--- config.mk ---
export PLATFORM = sky130hd
export DESIGN_NAME = therm_to_bin_pipe
export DESIGN_NICKNAME = d
export VERILOG_FILES = /design/src/rtl/therm_pkg.sv /design/src/rtl/therm_group_enc.sv /design/src/rtl/therm_to_bin_pipe.sv
export SDC_FILE = /design/constraint.sdc
export NUM_CORES = 1
export LEC_CHECK = 0
export CAP_MARGIN = 20
export CORE_UTILIZATION = 45
export DETAILED_ROUTE_END_ITERATION = 10
export PLACE_DENSITY = 0.77
export SETUP_SLACK_MARGIN = 0.2
export SLEW_MARGIN = 40
export SYNTH_ARGS = -nofsm -noshare
export SYNTH_HDL_FRONTEND = slang
export SYNTH_HIERARCHICAL = 1
export SYNTH_SLANG_ARGS = --single-unit
--- constraint.sdc ---
create_clock -name clk -period 3.11 [get_ports clk]
set_input_delay 0.4665 -clock clk [delete_from_list [all_inputs] [get_ports clk]]
set_output_delay 0.4665 -clock clk [all_outputs]
set_load 0.01 [all_outputs]
--- src/rtl/therm_pkg.sv ---
// Shared types and default sizes for the pipelined thermometer-to-binary encoder.
package therm_pkg;

  localparam int unsigned THERM_W = 256;
  localparam int unsigned GROUP_W = 16;
  localparam int unsigned NGROUPS = THERM_W / GROUP_W;
  localparam int unsigned HI_W    = $clog2(GROUP_W);

  typedef struct packed {
    logic            any;
    logic            all;
    logic            ok;
    logic [HI_W-1:0] hi;
  } group_info_t;

endpackage

--- src/rtl/therm_group_enc.sv ---
// Combinational summary of one GROUP_W-bit slice of the thermometer code.
module therm_group_enc
  import therm_pkg::*;
(
  input  logic [GROUP_W-1:0] grp_i,
  output group_info_t        info_o
);

  logic [GROUP_W-1:0] grp_inc;
  logic [HI_W-1:0]    hi;

  assign grp_inc = grp_i + {{(GROUP_W-1){1'b0}}, 1'b1};

  always_comb begin
    hi = '0;
    for (int unsigned i = 0; i < GROUP_W; i++) begin
      if (grp_i[i]) hi = i[HI_W-1:0];
    end
  end

  // Contiguous ones from bit 0 (incl. all-zero and all-one) make grp+1 a power of two or zero.
  assign info_o.any = |grp_i;
  assign info_o.all = &grp_i;
  assign info_o.ok  = ~|(grp_i & grp_inc);
  assign info_o.hi  = hi;

endmodule

--- src/rtl/therm_to_bin_pipe.sv ---
// Two-stage valid/ready thermometer-to-binary encoder with illegal-code flag and
// saturating error counter. GROUP_W must match therm_pkg::GROUP_W (struct field width).
module therm_to_bin_pipe
  import therm_pkg::*;
#(
  parameter int unsigned THERM_W = therm_pkg::THERM_W,
  parameter int unsigned GROUP_W = therm_pkg::GROUP_W,
  parameter int unsigned CNT_W   = 16
) (
  input  logic                       clk,
  input  logic                       resetn,
  input  logic                       in_valid,
  output logic                       in_ready,
  input  logic [THERM_W-1:0]         therm_in,
  output logic                       out_valid,
  input  logic                       out_ready,
  output logic [$clog2(THERM_W)-1:0] bin_out,
  output logic                       bin_err,
  output logic [CNT_W-1:0]           err_cnt,
  input  logic                       err_clr
);

  localparam int unsigned BIN_W  = $clog2(THERM_W);
  localparam int unsigned NG     = THERM_W / GROUP_W;
  localparam int unsigned GSEL_W = $clog2(NG);

  group_info_t [NG-1:0] grp_info;
  group_info_t [NG-1:0] s1_info_q, s1_info_d;
  logic                 s1_valid_q, s1_valid_d;
  logic                 s2_valid_q, s2_valid_d;
  logic [BIN_W-1:0]     s2_bin_q, s2_bin_d;
  logic                 s2_err_q, s2_err_d;
  logic [CNT_W-1:0]     cnt_q, cnt_d;

  logic                 s1_adv, s2_adv;
  logic                 any_all, lower_all;
  logic [GSEL_W-1:0]    gsel;
  logic [BIN_W-1:0]     sel_bin;
  logic                 sel_err;

  for (genvar g = 0; g < NG; g++) begin : g_grp
    therm_group_enc u_enc (
      .grp_i  (therm_in[g*GROUP_W +: GROUP_W]),
      .info_o (grp_info[g])
    );
  end

  assign s2_adv   = !s2_valid_q || out_ready;
  assign s1_adv   = !s1_valid_q || s2_adv;
  assign in_ready = s1_adv;

  // MSB-priority group select; groups below the winner must be solid ones.
  always_comb begin
    any_all   = 1'b0;
    gsel      = '0;
    lower_all = 1'b1;
    for (int unsigned g = 0; g < NG; g++) begin
      if (s1_info_q[g].any) begin
        any_all = 1'b1;
        gsel    = g[GSEL_W-1:0];
      end
    end
    for (int unsigned g = 0; g < NG; g++) begin
      if (g < 32'(gsel) && !s1_info_q[g].all) lower_all = 1'b0;
    end
    sel_bin = {gsel, s1_info_q[gsel].hi};
    sel_err = !any_all || !s1_info_q[gsel].ok || !lower_all;
  end

  always_comb begin
    s1_valid_d = s1_valid_q;
    s1_info_d  = s1_info_q;
    s2_valid_d = s2_valid_q;
    s2_bin_d   = s2_bin_q;
    s2_err_d   = s2_err_q;
    if (s1_adv) begin
      s1_valid_d = in_valid;
      if (in_valid) s1_info_d = grp_info;
    end
    if (s2_adv) begin
      s2_valid_d = s1_valid_q;
      if (s1_valid_q) begin
        s2_bin_d = sel_bin;
        s2_err_d = sel_err;
      end
    end
  end

  always_comb begin
    cnt_d = cnt_q;
    if (err_clr) begin
      cnt_d = '0;
    end else if (s2_valid_q && out_ready && s2_err_q && cnt_q != {CNT_W{1'b1}}) begin
      cnt_d = cnt_q + {{(CNT_W-1){1'b0}}, 1'b1};
    end
  end

  always_ff @(posedge clk or negedge resetn) begin
    if (!resetn) begin
      s1_valid_q <= 1'b0;
      s1_info_q  <= '0;
      s2_valid_q <= 1'b0;
      s2_bin_q   <= '0;
      s2_err_q   <= 1'b0;
      cnt_q      <= '0;
    end else begin
      s1_valid_q <= s1_valid_d;
      s1_info_q  <= s1_info_d;
      s2_valid_q <= s2_valid_d;
      s2_bin_q   <= s2_bin_d;
      s2_err_q   <= s2_err_d;
      cnt_q      <= cnt_d;
    end
  end

  assign out_valid = s2_valid_q;
  assign bin_out   = s2_bin_q;
  assign bin_err   = s2_err_q;
  assign err_cnt   = cnt_q;

endmodule
==> results_dict.tcl <==
set metrics [dict create \
    setup_violations 0 \
    p_clk_frac 0.406 \
    setup-tns-final_ps 0 \
    layout_common_cells "clkdlybuf4s50_1 (286), nor2_1 (143), dfrtp_1 (138)" \
    crit_fanout 23 \
    outcome "finished clean" \
    cts.hold.buffers_added 0 \
    final_area_sq_um 14600 \
    start_util 0.458 \
    rsz0062_at_grt "no" \
    worst-r2r-setup-slack_ps 400 \
    drc_errors 0 \
    clock.fmax_mhz 369 \
    htreeDepth 4 \
    start_kind "flop" \
    layout_commonest_cell "clkdlybuf4s50_1" \
    num_vias 11285 \
    die_h_um 156 \
    fin_crit_ps 2710 \
    cp_slowest_cell "mux4_2" \
    syn_to_final_growth_pct 36.2 \
    path_delay_family "compound AO/OA/AOI/OAI gates" \
    path_class "flop to flop" \
    hold_viol_final 0 \
    critPathArrivalTime_ps 2990 \
    ant_nets 0 \
    drv_cap 0 \
    syn_inst 1250 \
    viasPerCell 6.02 \
    drive_gt1_frac 0.145 \
    crit_chain "or3_1, o211ai_1, and2_1, buf_4, mux4_2, a22oi_1, a31oi_1" \
    max-vdd-ir-drop_v 0.000405 \
    placementRows 56 \
    die_x_um 156 \
    grtUsageMet1 0.357 \
    ys_warn_count 6 \
    drt_wl_total_um 32800 \
    io_pins 288 \
    antenna_cells 0 \
    path_clk_slew_ps 60 \
    grt_max_degree 112 \
    fin_crit_sh 0.872 \
    top_usage_layer "met2" \
    postCtsResizedCells 0 \
    endpoint_kind "flop" \
    cp_slowest_stage_delay_ps 550 \
    p_sw_frac 0.281 \
    worst-path-buf-inv 1 \
    core-area_sq_um 23400 \
    dp_hpwl_um 25500 \
    power_frac_seq 0.374 \
    tightest_slew_ps 621 \
    clockBufferDepth 2 \
    globalplace.congestion 0.934 \
    cts_tree "built" \
    io_buffers 287 \
    clk_latency_ps 420 \
    grt.total_usage 0.270 \
    pwr-share-comb 0.220 \
    slew_viol_final 0 \
    power.switching_mw 1.46 \
    worstHoldPathType "input pin to asynchronous set/reset pin" \
    drt_iter0_drc 983 \
    final_nets 1804 \
    cts_buffers 17 \
    grt.overflow.total 0 \
    syn_avg_cell_area_sq_um 8.58 \
    die_area_sq_um 24500 \
    firstDrtPassIters 5 \
    powerDensity_nw_per_um2 356 \
    grt_pass1_vias 10389 \
    skew_ps 5.79 \
    p_int_mw 3.75 \
    post-cts-setup-buffers 0 \
    clock_sinks 138 \
    place_area_sq_um 14000 \
    cts-root-buf "clkbuf_16" \
    synth_area_sq_um 10700 \
    grt_pass1_wl_um 52600 \
    crit_required_ps 3390 \
    maxSlewHeadroom 0.586 \
    synth_fp_nets 1512 \
    antenna_found_initial 0 \
    p_leak_nw 5.29 \
    use_met2 0.451 \
    routedWlPerCell_um 17.5 \
    grt_use_met3 0.0465 \
]
==> worst register-to-register path, cell delays in order, from the launching register on <==
cell      delay, ps
dfrtp_1         450
or3_1           380
o211ai_1        290
and2_1          190
buf_4           330
mux4_2          570
a22oi_1         240
a31oi_1         120
==> power by group through the flow <==
stage	Combinational, mW	Clock (mW)	Sequential, mW
3_3_place_gp	1.12	0	1.98
4_1_cts	1.14	2.14	1.95
3_5_place_dp	1.13	0	1.98
2_1_floorplan	0.460	0	1.95
6_report	1.15	2.11	1.95
5_1_grt	1.25	2.22	1.96
==> per-stage QoR <==
step / utilization / hold WS, ps / instances / total power, mW / setup WS (ps)
CTS: 0.624 / 44.2 / 1874 / 5.23 / 409
finish: 0.624 / 17.3 / 1874 / 5.21 / 397
global placement: 0.598 / 466 / 1842 / 3.09 / 409
global route: 0.624 / 66.1 / 1874 / 5.43 / 261
floorplan: - / 171 / 1250 / 2.41 / 722
detailed placement: 0.598 / 471 / 1842 / 3.11 / 415
==> layer usage <==
layer  wire length [um]  vias up
met2              15400      465
li1                   -     5411
met3               2490       55
met4                636        0
met5                  0        -
met1              14200     5354
==> cell type report <==
| cell class | count | area [sq um] |
|---|---|---|
| Clock inverter | 15 | 186 |
| Sequential cell | 138 | 3450 |
| Multi-Input combinational cell | 987 | 6800 |
| Fill cell | 2025 | 8790 |
| Clock buffer | 17 | 425 |
| Timing Repair Buffer | 296 | 2970 |
| Inverter | 102 | 383 |
| Tap cell | 319 | 399 |
==> state kept, by name, indices dropped and copies added, names as in the netlist <==
register and flops:
s1_info_q 111, err_cnt 16, bin_out 8, bin_err 1, out_valid 1, s1_valid_q 1
==> final timing paths <==
kind | startpoint | end | depth (start not counted)
min | resetn | err_cnt[15] | 1
min reg2reg | bin_out[5] | bin_out[5] | 2
max reg2reg | s1_info_q[83] | bin_out[2] | 7
max in group asynchronous | resetn | s1_info_q[60] | 2
max | s1_info_q[83] | bin_out[2] | 7
min in group clk | bin_out[5] | bin_out[5] | 2
(Power assumes the default switching activity.)
